## src/rtl/alu_ex_stage.sv

```systemverilog
// Execute-stage ALU with a registered result, a branch compare flag and an
// iterative shifter (SHIFT_STEP bits per cycle) behind valid/ready handshakes.
module alu_ex_stage #(
  parameter int unsigned XLEN       = 32,
  parameter int unsigned SHIFT_STEP = 1
) (
  input  logic            clk,
  input  logic            rst_n,
  input  logic            flush,
  input  logic            in_valid,
  output logic            in_ready,
  input  logic [3:0]      alu_control,
  input  logic [XLEN-1:0] op_a,
  input  logic [XLEN-1:0] op_b,
  input  logic [XLEN-1:0] pc,
  input  logic [4:0]      rd,
  output logic            out_valid,
  input  logic            out_ready,
  output logic [XLEN-1:0] result,
  output logic            cmp_true,
  output logic [4:0]      out_rd,
  output logic            busy
);

  localparam int unsigned SHW = 6;

  localparam logic [3:0] ALU_ADD  = 4'd0;
  localparam logic [3:0] ALU_SUB  = 4'd1;
  localparam logic [3:0] ALU_XOR  = 4'd2;
  localparam logic [3:0] ALU_OR   = 4'd3;
  localparam logic [3:0] ALU_AND  = 4'd4;
  localparam logic [3:0] ALU_SLL  = 4'd5;
  localparam logic [3:0] ALU_SRL  = 4'd6;
  localparam logic [3:0] ALU_SRA  = 4'd7;
  localparam logic [3:0] ALU_LT   = 4'd8;
  localparam logic [3:0] ALU_LTU  = 4'd9;
  localparam logic [3:0] ALU_GE   = 4'd10;
  localparam logic [3:0] ALU_GEU  = 4'd11;
  localparam logic [3:0] ALU_EQ   = 4'd12;
  localparam logic [3:0] ALU_NE   = 4'd13;
  localparam logic [3:0] ALU_PC4  = 4'd14;

  localparam logic [1:0] SK_SLL = 2'd0;
  localparam logic [1:0] SK_SRL = 2'd1;
  localparam logic [1:0] SK_SRA = 2'd2;

  localparam logic [SHW-1:0] STEP = SHW'(SHIFT_STEP);

  typedef enum logic {IDLE, SHIFT} state_t;

  state_t            state_q, state_d;
  logic [XLEN-1:0]   acc_q, acc_d;
  logic [SHW-1:0]    rem_q, rem_d;
  logic [1:0]        kind_q, kind_d;
  logic [4:0]        pend_rd_q, pend_rd_d;
  logic [XLEN-1:0]   result_d;
  logic              cmp_d, out_valid_d, busy_d;

  logic              accept;
  logic              in_is_shift;
  logic [1:0]        in_kind;
  logic [XLEN-1:0]   alu_res;
  logic              alu_cmp;
  logic [SHW-1:0]    sh_rem, sh_amt, rem_nxt;
  logic [XLEN-1:0]   sh_src, sh_out;
  logic [1:0]        sh_kind;

  function automatic logic [XLEN-1:0] shift_by(input logic [XLEN-1:0] x,
                                               input logic [SHW-1:0]  amt,
                                               input logic [1:0]      kind);
    case (kind)
      SK_SLL:  shift_by = x << amt;
      SK_SRL:  shift_by = x >> amt;
      default: shift_by = XLEN'($signed(x) >>> amt);
    endcase
  endfunction

  assign in_ready = rst_n & ~flush & ~busy & (~out_valid | out_ready);
  assign accept   = in_valid & in_ready;

  // Decode of the shift class of the incoming op
  always_comb begin
    in_is_shift = 1'b0;
    in_kind     = SK_SLL;
    case (alu_control)
      ALU_SLL: begin in_is_shift = 1'b1; in_kind = SK_SLL; end
      ALU_SRL: begin in_is_shift = 1'b1; in_kind = SK_SRL; end
      ALU_SRA: begin in_is_shift = 1'b1; in_kind = SK_SRA; end
      default: ;
    endcase
  end

  // Single-cycle ALU for everything except shifts
  always_comb begin
    alu_res = '0;
    alu_cmp = 1'b0;
    case (alu_control)
      ALU_ADD: alu_res = op_a + op_b;
      ALU_SUB: alu_res = op_a - op_b;
      ALU_XOR: alu_res = op_a ^ op_b;
      ALU_OR:  alu_res = op_a | op_b;
      ALU_AND: alu_res = op_a & op_b;
      ALU_LT:  begin alu_res = XLEN'($signed(op_a) <  $signed(op_b)); alu_cmp = alu_res[0]; end
      ALU_LTU: begin alu_res = XLEN'(op_a <  op_b);                   alu_cmp = alu_res[0]; end
      ALU_GE:  begin alu_res = XLEN'($signed(op_a) >= $signed(op_b)); alu_cmp = alu_res[0]; end
      ALU_GEU: begin alu_res = XLEN'(op_a >= op_b);                   alu_cmp = alu_res[0]; end
      ALU_EQ:  begin alu_res = XLEN'(op_a == op_b);                   alu_cmp = alu_res[0]; end
      ALU_NE:  begin alu_res = XLEN'(op_a != op_b);                   alu_cmp = alu_res[0]; end
      ALU_PC4: alu_res = pc + XLEN'(4);
      default: ;
    endcase
  end

  // Shared shifter: first step from the operand in IDLE, later steps from acc
  assign sh_rem  = (state_q == SHIFT) ? rem_q  : (in_is_shift ? SHW'(op_b[4:0]) : '0);
  assign sh_src  = (state_q == SHIFT) ? acc_q  : op_a;
  assign sh_kind = (state_q == SHIFT) ? kind_q : in_kind;
  assign sh_amt  = (sh_rem > STEP) ? STEP : sh_rem;
  assign sh_out  = shift_by(sh_src, sh_amt, sh_kind);
  assign rem_nxt = sh_rem - sh_amt;

  always_ff @(posedge clk) begin
    if (!rst_n) state_q <= IDLE;
    else        state_q <= state_d;
  end

  always_comb begin
    state_d = state_q;
    case (state_q)
      IDLE:    if (accept && in_is_shift && (rem_nxt != '0)) state_d = SHIFT;
      SHIFT:   if (rem_nxt == '0) state_d = IDLE;
      default: state_d = IDLE;
    endcase
    if (flush) state_d = IDLE;
  end

  always_comb begin
    acc_d       = acc_q;
    rem_d       = rem_q;
    kind_d      = kind_q;
    pend_rd_d   = pend_rd_q;
    result_d    = result;
    cmp_d       = cmp_true;
    out_valid_d = out_valid;
    busy_d      = busy;
    out_rd_d_blk: begin end
    if (state_q == IDLE) begin
      if (accept) begin
        if (!in_is_shift || (rem_nxt == '0)) begin
          result_d    = in_is_shift ? sh_out : alu_res;
          cmp_d       = in_is_shift ? 1'b0 : alu_cmp;
          pend_rd_d   = rd;
          out_valid_d = 1'b1;
        end else begin
          acc_d       = sh_out;
          rem_d       = rem_nxt;
          kind_d      = in_kind;
          pend_rd_d   = rd;
          busy_d      = 1'b1;
          out_valid_d = 1'b0;
        end
      end else if (out_ready) begin
        out_valid_d = 1'b0;
      end
    end else begin
      acc_d = sh_out;
      rem_d = rem_nxt;
      if (rem_nxt == '0) begin
        result_d    = sh_out;
        cmp_d       = 1'b0;
        out_valid_d = 1'b1;
        busy_d      = 1'b0;
      end
    end
    if (flush) begin
      out_valid_d = 1'b0;
      busy_d      = 1'b0;
    end
  end

  // out_rd follows the tag of whichever op just produced a result
  always_ff @(posedge clk) begin
    if (!rst_n) begin
      acc_q     <= '0;
      rem_q     <= '0;
      kind_q    <= SK_SLL;
      pend_rd_q <= '0;
      result    <= '0;
      cmp_true  <= 1'b0;
      out_rd    <= '0;
      out_valid <= 1'b0;
      busy      <= 1'b0;
    end else begin
      acc_q     <= acc_d;
      rem_q     <= rem_d;
      kind_q    <= kind_d;
      pend_rd_q <= pend_rd_d;
      result    <= result_d;
      cmp_true  <= cmp_d;
      out_valid <= out_valid_d;
      busy      <= busy_d;
      if (out_valid_d && !out_valid_q_hold(out_valid, out_ready, flush)) out_rd <= pend_rd_d;
    end
  end

  function automatic logic out_valid_q_hold(input logic ov, input logic ordy, input logic fl);
    out_valid_q_hold = ov & ~ordy & ~fl;
  endfunction

endmodule

```

## config.mk

```make
export PLATFORM = sky130hd
export DESIGN_NAME = alu_ex_stage
export DESIGN_NICKNAME = d
export VERILOG_FILES = /design/src/rtl/alu_ex_stage.sv
export SDC_FILE = /design/constraint.sdc
export NUM_CORES = 1
export LEC_CHECK = 0
export ABC_AREA = 1
export CAP_MARGIN = 0
export CELL_PAD_IN_SITES_DETAIL_PLACEMENT = 1
export CELL_PAD_IN_SITES_GLOBAL_PLACEMENT = 2
export CORE_MARGIN = 1.5
export CORE_UTILIZATION = 32
export CTS_CLUSTER_DIAMETER = 30
export CTS_CLUSTER_SIZE = 14
export DETAILED_ROUTE_END_ITERATION = 10
export PLACE_DENSITY_LB_ADDON = 0.1
export SLEW_MARGIN = 20
export SYNTH_ARGS = -nofsm -noshare
export SYNTH_HDL_FRONTEND = slang
export SYNTH_SLANG_ARGS = --single-unit
```

## constraint.sdc

```tcl
create_clock -name clk -period 8.64 [get_ports clk]
set_clock_uncertainty 0.2 [all_clocks]
set_input_delay 2.592 -clock clk [delete_from_list [all_inputs] [get_ports clk]]
set_output_delay 2.592 -clock clk [all_outputs]
set_load 0.05 [all_outputs]
```

Word-level counts from Yosys, hierarchy flattened:

Cells that the tools add are included.

* magnitude comparators: 5
* mux-type cells: 40
* shift-type cells: 3
* reductions and logical operators: 18
* equality and inequality tests: 19
* add/sub/neg operators: 4
* bitwise logic cells: 17

Operators by type and width (number)
* $pmux W32 S12: 1
* $mux W32: 9
* $ge A32 B32 Y1: 2
* $lt A32 B32 Y1: 2
* $pmux W32 S2: 1
* $add A32 B3 Y32 const B: 1
* $add A32 B32 Y32: 1
* $and A32 B32 Y32: 1
* $eq A32 B32 Y1: 1
* $ne A32 B32 Y1: 1
* $or A32 B32 Y32: 1
* $shl A32 B6 Y32: 1
* $shr A32 B6 Y32: 1
* $sshr A32 B6 Y32: 1
* $sub A32 B32 Y32: 1
* $xor A32 B32 Y32: 1
* $mux W6: 5
* $eq A4 B4 Y1 const B: 7
* $mux W1: 17
* $eq A4 B3 Y1 const B: 4
* $mux W5: 3
* $reduce_and A3 Y1: 3
* $eq A4 B2 Y1 const B: 2
* $not A1 Y1: 7
* 23 further kinds: 32

* input bits: 110
* register bits after elaboration: 86
* output and inout bits: 41
* word-level logic and storage cells: 116

Longest topological paths before layout:

Gate-level depths: netlist of the first run.

* depth in word-level cells: 15
* gate-level depth with buffers: 20
* depth with buffers taken out: 20

Worst setup path after synthesis of the first run:

OpenSTA, ideal clock, no wires.

* path kind: in2out
* from: input rst_n
* to: output in_ready
* stages on the path: 5
* setup slack: 1.816 ns
* buffers on the path: 1
* arrival time: 4.032 ns
* data required time: 5.848 ns
* path through: buf_4 > inv_2 > nor2_1 > inv_1 > nor3_1

* word-level cells in the longest chain between the ends: 3

RTL lines
* start, declared: RTL line 8 `input logic rst_n,`
* $and A1 B1 Y1 (3 in series): RTL line 78 `assign in_ready = rst_n & ~flush & ~busy & (~out_valid | out_ready);`
* end, declared: RTL line 11 `output logic in_ready,`

Every way passes these cells.

Worst setup path after layout of the first run:

* from: input flush
* to: output in_ready

* word-level cells in the longest chain between the ends: 4

RTL lines
* start, declared: RTL line 9 `input logic flush,`
* $not A1 Y1: RTL line 78
* $and A1 B1 Y1 (3 in series): RTL line 78

Every way passes these cells.

==> metrics.yaml, run 1 <==
run_status: "complete, no violations"
via_per_inst: 5.50
slowest_delay_ps: 850
setup_tns_ps: 0
num_vias: 13800
grt_pass1_wl_mm: 84.1
start_util_pct: 32.6
routed_wirelength_mm: 56.1
grt_max_degree: 73
syn2layout_area_growth_pct: 18.4
wl_per_cell_um: 22.4
vdd_drop_max_mv: 0.0983
grt_pass1_vias: 13600
hp-class: "register to register"
htree_num_levels: 3
coreArea_mm2: 0.0345
critPathRequiredTime_ps: 5850
r2r_slack_ps: 3920
seq_area_frac_synth_pct: 15.3
cp_slowest_cell: "clkdlybuf4s50_1"
critPathMostFrequentCell: "clkdlybuf4s50_1"
grt_usage_pct: 30.9
synth_fp_nets: 2153
max-slew-margin-rel_pct: 34.1
dr.pass1.iters: 5
gp_congestion: 0.939
cp.arrival_ps: 4270
synth-seq-cells: 86
route.detailed.drc: 0
io_pins: 151
setup_viol: 0
rr_worst_depth: 16
drv_slew: 0
hold_violations: 0
power_density_mw_per_mm2: 111
utilization_pct: 38.6
tritoncts: "yes"
rsz0062_at_grt: "no"
cts_root_buf: "clkbuf_16"
overflow: 0
cp-start-kind: "primary input"
layout_min_cycle_time_ps: 7060
clkTransAtPathRegs_ps: 70
ys.flop_type: "dfxtp_1"
async_reset_ff_share_pct: 0
cts_sinks: 86
max_freq_mhz: 142
final_nets: 2254
core.rowCount: 68
r2r_start: "state_q"
path_cells: "clkdlybuf4s50_1 > nor2_1 > inv_1 > nor3_1 > clkdlybuf4s50_1"
die_area_mm2: 0.0363
cts-resized-gates: 0
drv_cap: 0
end_kind: "primary output"
synth_area_mm2: 0.0113
synth_edf_count: 0
ys_warn_count: 0
dp_hpwl_mm: 45.8
chipHeight_um: 191
diodes: 0
drive_gt1_share_pct: 3.91
crit_type: "primary input to primary output"
tightestPinTransition_ps: 985
ant_nets: 0
clock_latency_ps: 350
cts.path.max_buffers: 2
critPathLaunch: "flush"
p_total_w: 0.00147
portBuffers: 150
rr_endpoint: "acc_q[6]"
synth_cell_types: 58
p_leak_nw: 5.93
post_cts_buffers: 0
antenna_found_initial: 2
synth.avg_cell_area_um2: 5.79
crit_path_max_fanout: 2
hold_buffers: 0
fin_crit_sh_pct: 81.7
cts_buffers: 9
drt-initial-drc-count: 821
die_x_um: 191
crit_end: "in_ready"
syn_inst: 1943
-- cell usage after synthesis (15+ instances only) --
cell      number  area share [%]
inv_1        267             8.9
a21oi_1      203             9.0
ha_1          98              11
nand4_1       31             1.7
o21ai_0      185             8.2
o22ai_1       30             1.7
buf_2         15            0.67
o21ai_1       18            0.80
nand3_1      135             6.0
nand2_1      414              14
clkbuf_1      38             1.3
dfxtp_1       86              15
nor3_1        31             1.4
nor2_1       207             6.9
-- how the worst min path moves through the flow --
stage	start	end	cells after the start	slack [ps]
floorplan	acc_q[10]	acc_q[10]	2	230
global placement	acc_q[4]	acc_q[4]	2	240
detailed placement	acc_q[4]	acc_q[4]	2	250
CTS	acc_q[4]	acc_q[4]	2	260
global route	acc_q[24]	acc_q[24]	2	270
finish	acc_q[4]	acc_q[4]	2	260
-- where the power goes --
part	switching [W]	total [W]	internal [W]	leakage [nW]
clock	0.000164	0.000373	0.000209	0.133
combinational	0.000474	0.000683	0.000210	5.10
sequential	0.00000712	0.000418	0.000411	0.698
-- per-layer routing --
metal	global-route usage [%]	share of wire, %
met1	41.9	46
met4	10.5	3.7
met2	49.8	45
met5	0	0.021
met3	4.23	5.3
-- final cells by class --
type | count | area [um^2]
Multi-Input combinational cell | 1508 | 8130
Timing Repair Buffer | 162 | 1590
Clock buffer | 14 | 264
Sequential cell | 86 | 1720
Clock inverter | 1 | 5.00
Tap cell | 455 | 569
Fill cell | 4720 | 21200
Inverter | 277 | 1040
-- flip-flops by register name, summed over array words and instances, names as in the netlist --
| name | cells |
|---|---|
| pend_rd_q | 5 |
| busy | 1 |
| cmp_true | 1 |
| state_q | 1 |
| out_valid | 1 |
| out_rd | 5 |
| result | 32 |
| rem_q | 6 |
| acc_q | 32 |
| kind_q | 2 |
-- kinds of logic (layout without fill, tap and decap cells) --
group / Yosys count / count (layout) / share of synthesized area (%)
adder cells (fa/ha/maj): 100 / 100 / 11.3
AO/OA/AOI/OAI: 520 / 520 / 26.0
multiplexers: 6 / 6 / 0.534
flip-flops: 86 / 86 / 15.3
XOR/XNOR: 5 / 5 / 0.389
AND/OR/NAND/NOR: 877 / 877 / 33.9
buffers and inverters: 349 / 454 / 12.7
-- stage by stage --
| stage | hold WS, ps | area (um^2) | setup WS (ps) | instances |
|---|---|---|---|---|
| 6_report | 257 | 13300 | 1580 | 2503 |
| 5_1_grt | 274 | 13300 | 1480 | 2503 |
| 4_1_cts | 257 | 13300 | 1580 | 2503 |
| 3_5_place_dp | 247 | 13000 | 1590 | 2488 |
| 3_3_place_gp | 241 | 13000 | 1590 | 2488 |
| 2_1_floorplan | 229 | 11300 | 1820 | 1943 |
-- critical path: cells and delay by family --
family	cells	cell delay [ps]
buffers and inverters	3	1340
AND/OR/NAND/NOR	2	330
-- cell usage in the layout (no fill, tap or decap), drive strengths merged, types with 2 or more instances in the layout --
master,n
nand2,425
inv,274
nor2,211
o21ai,206
a21oi,205
clkdlybuf4s50,149
nand3,138
ha,98
dfxtp,86
nand4,33
nor3,32
o22ai,30
nand3b,14
o211ai,14
clkbuf,14
buf,13
nor4,11
or2,10
o211a,10
o21bai,9
a31oi,7
a211oi,7
a21o,6
mux2i,6
o221ai,6
a221oi,5
o21a,4
xor2,4
o31ai,4
clkinv,4
a21boi,3
o2111ai,2
fa,2
Note: power is estimated with default switching activity, not from simulation.
==> inputs of run 2 (changes only) <==
--- a/config.mk
+++ b/config.mk
@@ -10,7 +10,7 @@
 export CELL_PAD_IN_SITES_DETAIL_PLACEMENT = 1
 export CELL_PAD_IN_SITES_GLOBAL_PLACEMENT = 2
 export CORE_MARGIN = 1.5
-export CORE_UTILIZATION = 32
+export CORE_UTILIZATION = 27
 export CTS_CLUSTER_DIAMETER = 30
 export CTS_CLUSTER_SIZE = 14
 export DETAILED_ROUTE_END_ITERATION = 10
==> constraint.sdc (replaced) <==
create_clock -name clk -period 6.33 [get_ports clk]
set_clock_uncertainty 0.2 [all_clocks]
set_input_delay 1.899 -clock clk [delete_from_list [all_inputs] [get_ports clk]]
set_output_delay 1.899 -clock clk [all_outputs]
set_load 0.05 [all_outputs]
==> metrics.yaml, run 2 (same netlist as run 1, synthesis figures left out) <==
run_status: "complete, but fails checks"
violations: "DRC"
cts-resized-gates: 0  # unchanged
num_vias: 14000  # +1.4%
hold_buffers: 0  # unchanged
wl_met1_mm: 28.6  # +10%
final_nets: 2285  # +1.4%
antenna_found_initial: 0  # -2
io_pins: 151  # unchanged
dr.pass1.iters: 8  # +3
vdd_drop_max_mv: 0.140  # +43%
overflow: 0  # unchanged
grt_pass1_wl_mm: 92.6  # +10%
grt_max_degree: 73  # unchanged
portBuffers: 150  # unchanged
grt_usage_pct: 28.7  # -2.2 points
setup_viol: 0  # unchanged
core.rowCount: 74  # +8.8%
rsz0062_at_grt: "no"
max_freq_mhz: 183
layout_common_cells: "413 x nand2_1, 267 x inv_1, 205 x nor2_1"
p_total_w: 0.00221  # +50%
drive_gt1_share_pct: 5.58  # +1.7 points
hold_violations: 0  # unchanged
start_util_pct: 27.4  # -5.1 points
cp-start-kind: "primary input"
p_leak_nw: 6.12  # +3.3%
crit_path_max_fanout: 38  # +36
hp-class: "register to register"
cp.arrival_ps: 5550  # +1280 ps
cts_buffers: 9  # unchanged
gp_congestion: 0.946  # +0.69%
cts_root_buf: "clkbuf_16"
power_density_mw_per_mm2: 161  # +45%
clock_latency_ps: 370  # +20 ps
coreArea_mm2: 0.0410  # +19%
via_per_inst: 5.35  # -2.8%
tritoncts: "yes"
critPathRequiredTime_ps: 6430  # +580 ps
wl_per_cell_um: 23.9  # +6.6%
syn2layout_area_growth_pct: 22.1
route.detailed.drc: 9  # +9
chipHeight_um: 207  # +8.7%
die_area_mm2: 0.0429  # +18%
dp_hpwl_mm: 51.6  # +13%
wl_met2_mm: 28.9  # +15%
tightestPinTransition_ps: 1010  # +24.2 ps
ant_nets: 0  # unchanged
fin_crit_sh_pct: 86.2
mostFrequentLayoutCell: "nand2_1"
layout_min_cycle_time_ps: 5460
setup_tns_ps: 0  # unchanged
cts_sinks: 86  # unchanged
cts.path.max_buffers: 2  # unchanged
die_x_um: 207  # +8.7%
top_layer_used: "met4"
drt-initial-drc-count: 890  # +8.4%
reg_top3: "acc_q (32), result (32), rem_q (6)"
crit_type: "primary input to register"
post_cts_buffers: 0  # unchanged
clkTransAtPathRegs_ps: 80  # about the same
routed_wirelength_mm: 62.4  # +11%
max-slew-margin-rel_pct: 32.0  # -2.1 points
end_kind: "register"
drv_cap: 0  # unchanged
diodes: 0  # unchanged
grt_pass1_vias: 14200  # +3.9%
htree_num_levels: 3  # unchanged
routed-wl-met3_mm: 2.36  # -20%
drv_slew: 0  # unchanged
-- run 2: cell count changes in the layout (fill, tap and decap cells not counted) --
cell / delta
nor2_2: +1
clkbuf_1: -3
clkinv_2: -1
bufinv_16: +3
clkdlybuf4s50_1: -1
clkinvlp_4: +2
nor2_4: -1
buf_4: +31
buf_12: +1
-- run 2: stage by stage --
step | hold WS (ps) | cell area [um^2] | utilization (%) | setup slack (ps) | std cells
after floorplan | 229 | 11300 | - | 892 | 1943
final | 258 | 13700 | 33.5 | 874 | 2612
after global placement | 240 | 13400 | 32.6 | 467 | 2596
after detailed placement | 248 | 13400 | 32.6 | 467 | 2596
after CTS | 258 | 13700 | 33.5 | 831 | 2612
after global routing | 278 | 13700 | 33.5 | 593 | 2612
-- run 2: worst max-delay path, cell delays in order --
cell             delay [ps]
clkdlybuf4s50_1         520
inv_1                    80
nand2_2                 170
nand2_4                 110
nand2_8                 250
nand2_2                 170
nand4_2                 170
nand2_1                 100
ha_1                    340
nor2_1                  140
nand3_1                 110
a21oi_2                 160
nand4_4                 170
nand2_2                 120
nand2_1                  80
nand2_4                 390
buf_4                   250
o21ai_0                 130
nor2_1                  160
-- run 2: path summary, 6_finish.rpt --
kind	start	to	slack (ps)	cells after the start
max reg2reg	state_q	result[13]	2340	16
min reg2reg	acc_q[29]	acc_q[29]	260	2
max	alu_control[0]	result[13]	870	19
min	acc_q[29]	acc_q[29]	260	2
-- run 2: layout make-up --
type	count	area [um^2]
timing repair buffer	193	1830
clock inverter	5	105
sequential	86	1720
clock buffer	11	253
multi-input combinational	1508	8130
fill	5450	27300
inverter	277	1040
tap	532	666
-- run 2: power by group --
group	leakage, nW	internal [W]	switching [W]
clock	0.168	0.000408	0.000254
sequential	0.698	0.000561	0.0000119
combinational	5.25	0.000300	0.000672
-- run 2: per-layer routing --
layer	up-vias	track usage, %
met5	-	0
met4	0	10.3
met3	75	2.74
met2	351	49.0
met1	6795	37.6
li1	6747	-
==> inputs of run 3 (changes only) <==
==> constraint.sdc (replaced) <==
create_clock -name clk -period 6.33 [get_ports clk]
set_clock_uncertainty 0.2 [all_clocks]
set_input_delay 0.633 -clock clk [delete_from_list [all_inputs] [get_ports clk]]
set_output_delay 0.633 -clock clk [all_outputs]
set_load 0.05 [all_outputs]
==> metrics.yaml, run 3 (same netlist as run 1, synthesis figures left out) <==
cts-resized-gates: 0  # unchanged
post_cts_buffers: 0  # unchanged
slowest_delay_ps: 770  # +250 ps
p_leak_nw: 5.96  # -2.6%
dr.pass1.iters: 10  # +2
antenna_found_initial: 0  # unchanged
tritoncts: "yes"
reg_top3: "acc_q (32), result (32), rem_q (6)"
wl_per_cell_um: 22.8  # -4.3%
hold_buffers: 0  # unchanged
fin_area_mm2: 0.0135  # -1.9%
layout_common_cells: "413 x nand2_1, 267 x inv_1, 205 x nor2_1"
cts_root_buf: "clkbuf_16"
drive_gt1_share_pct: 4.10  # -1.5 points
postPlaceCellArea_mm2: 0.0132  # -1.8%
dp_hpwl_mm: 48.1  # -6.8%
max_freq_mhz: 222  # +21%
layout_min_cycle_time_ps: 4510  # -949 ps
overflow: 0  # unchanged
setup_tns_ps: 0  # unchanged
r2r_slack_ps: 2030  # -310 ps
core.rowCount: 74  # unchanged
path_cells: "clkdlybuf4s50_1 > inv_2 > nor2_4 > nand2_4 > nand2_8 > nand2_2 > nand4_2 > nand2_1 > ha_1 > o211ai_1 > nand3_1 > a21oi_2 > nand4_4 > nand3_2 > nand2_2 > inv_2 > o21ai_0 > a21oi_1"
fin_crit_sh_pct: 71.2  # -15 points
cts_sinks: 86  # unchanged
cts.path.max_buffers: 2  # unchanged
hp-class: "register to register"
die_x_um: 207  # unchanged
coreArea_mm2: 0.0410  # unchanged
hold_violations: 0  # unchanged
drv_slew: 0  # unchanged
cp_slowest_cell: "inv_2"
die_area_mm2: 0.0429  # unchanged
crit_path_max_fanout: 47  # +24%
run_status: "complete, but fails checks"
io_pins: 151  # unchanged
drv_cap: 0  # unchanged
clock_latency_ps: 360  # about the same
vdd_drop_max_mv: 0.120  # -14%
path_buf_inv: 3  # unchanged
cts_buffers: 9  # unchanged
grt_pass1_wl_mm: 88.6  # -4.4%
grt_max_degree: 73  # unchanged
mostFrequentLayoutCell: "nand2_1"
dp.cells: 2566  # -1.2%
gp_congestion: 0.993  # +4.9%
via_per_inst: 5.32  # -0.46%
power_density_mw_per_mm2: 157  # -2.1%
final_nets: 2255  # -1.3%
end_kind: "register"
cp-start-kind: "primary input"
portBuffers: 150  # unchanged
cp.arrival_ps: 4590  # -960 ps
holdWs_ps: 256  # -2.35 ps
layout_setup_ws_ps: 1820  # +949 ps
chipHeight_um: 207  # unchanged
drt-initial-drc-count: 949  # +6.6%
critPathRequiredTime_ps: 6410  # -20 ps
routed_wirelength_mm: 59.0  # -5.4%
crit_type: "primary input to register"
tightestPinTransition_ps: 1090  # +85.0 ps
rsz0062_at_grt: "no"
clkTransAtPathRegs_ps: 70  # about the same
route.detailed.drc: 18  # +9
pre_cts_ws_ps: 1420  # +951 ps
max-slew-margin-rel_pct: 26.3  # -5.7 points
cpLargestDelayFamily: "simple AND/OR/NAND/NOR gates"
start_util_pct: 27.4  # unchanged
violations: "DRC"
num_vias: 13700  # -1.6%
ant_nets: 0  # unchanged
setup_viol: 0  # unchanged
grt_pass1_vias: 13700  # -3.3%
syn2layout_area_growth_pct: 19.8
htree_num_levels: 3  # unchanged
grt_usage_pct: 27.3  # -1.4 points
final_cells: 2583  # -1.1%
run 3: report_power, final:
part           internal [W]  leakage, nW  total, W  switching, W
Sequential         0.000561        0.698  0.000571     0.0000106
Combinational      0.000287         5.10  0.000946      0.000659
Clock              0.000358        0.160  0.000601      0.000243
run 3: worst reg2reg max path: cells and delay by family, from the launching register on:
| family | cells | cell delay [ps] |
|---|---|---|
| compound gates | 4 | 730 |
| fa+ha+maj | 1 | 210 |
| buf+inv | 2 | 1000 |
| flops | 1 | 600 |
| simple gates | 8 | 1480 |
run 3: layer usage:
| metal | vias to the layer above | wire, um | part of all wire [%] | track usage [%] |
|---|---|---|---|---|
| met2 | 367 | 26500 | 45 | 44.5 |
| met4 | 0 | 2370 | 4.0 | 9.99 |
| met5 | - | 0 | 0 | 0 |
| li1 | 6689 | - | - | - |
| met3 | 72 | 2450 | 4.1 | 3.23 |
| met1 | 6621 | 27700 | 47 | 36.9 |
run 3: cell type report:
class,instances,area [um^2]
Antenna cell,1,2.50
Clock buffer,11,243
Clock inverter,5,82.6
Fill cell,5401,27500
Inverter,277,1040
Multi-Input combinational cell,1508,8130
Sequential cell,86,1720
Tap cell,532,666
Timing Repair Buffer,163,1590
run 3: final timing paths:
kind | start | end | cells after the start
worst min register to register | acc_q[31] | acc_q[31] | 2
worst max-delay path | alu_control[2] | acc_q[24] | 18
worst min-delay path | acc_q[31] | acc_q[31] | 2
worst max register to register | state_q | acc_q[24] | 15
run 3: per-stage QoR:
stage / util, % / power [W]
3_5_place_dp: 32.1 / 0.00152
4_1_cts: 32.9 / 0.00213
3_3_place_gp: 32.0 / 0.00151
5_1_grt: 32.9 / 0.00225
2_1_floorplan: - / 0.00113
6_report: 32.9 / 0.00212
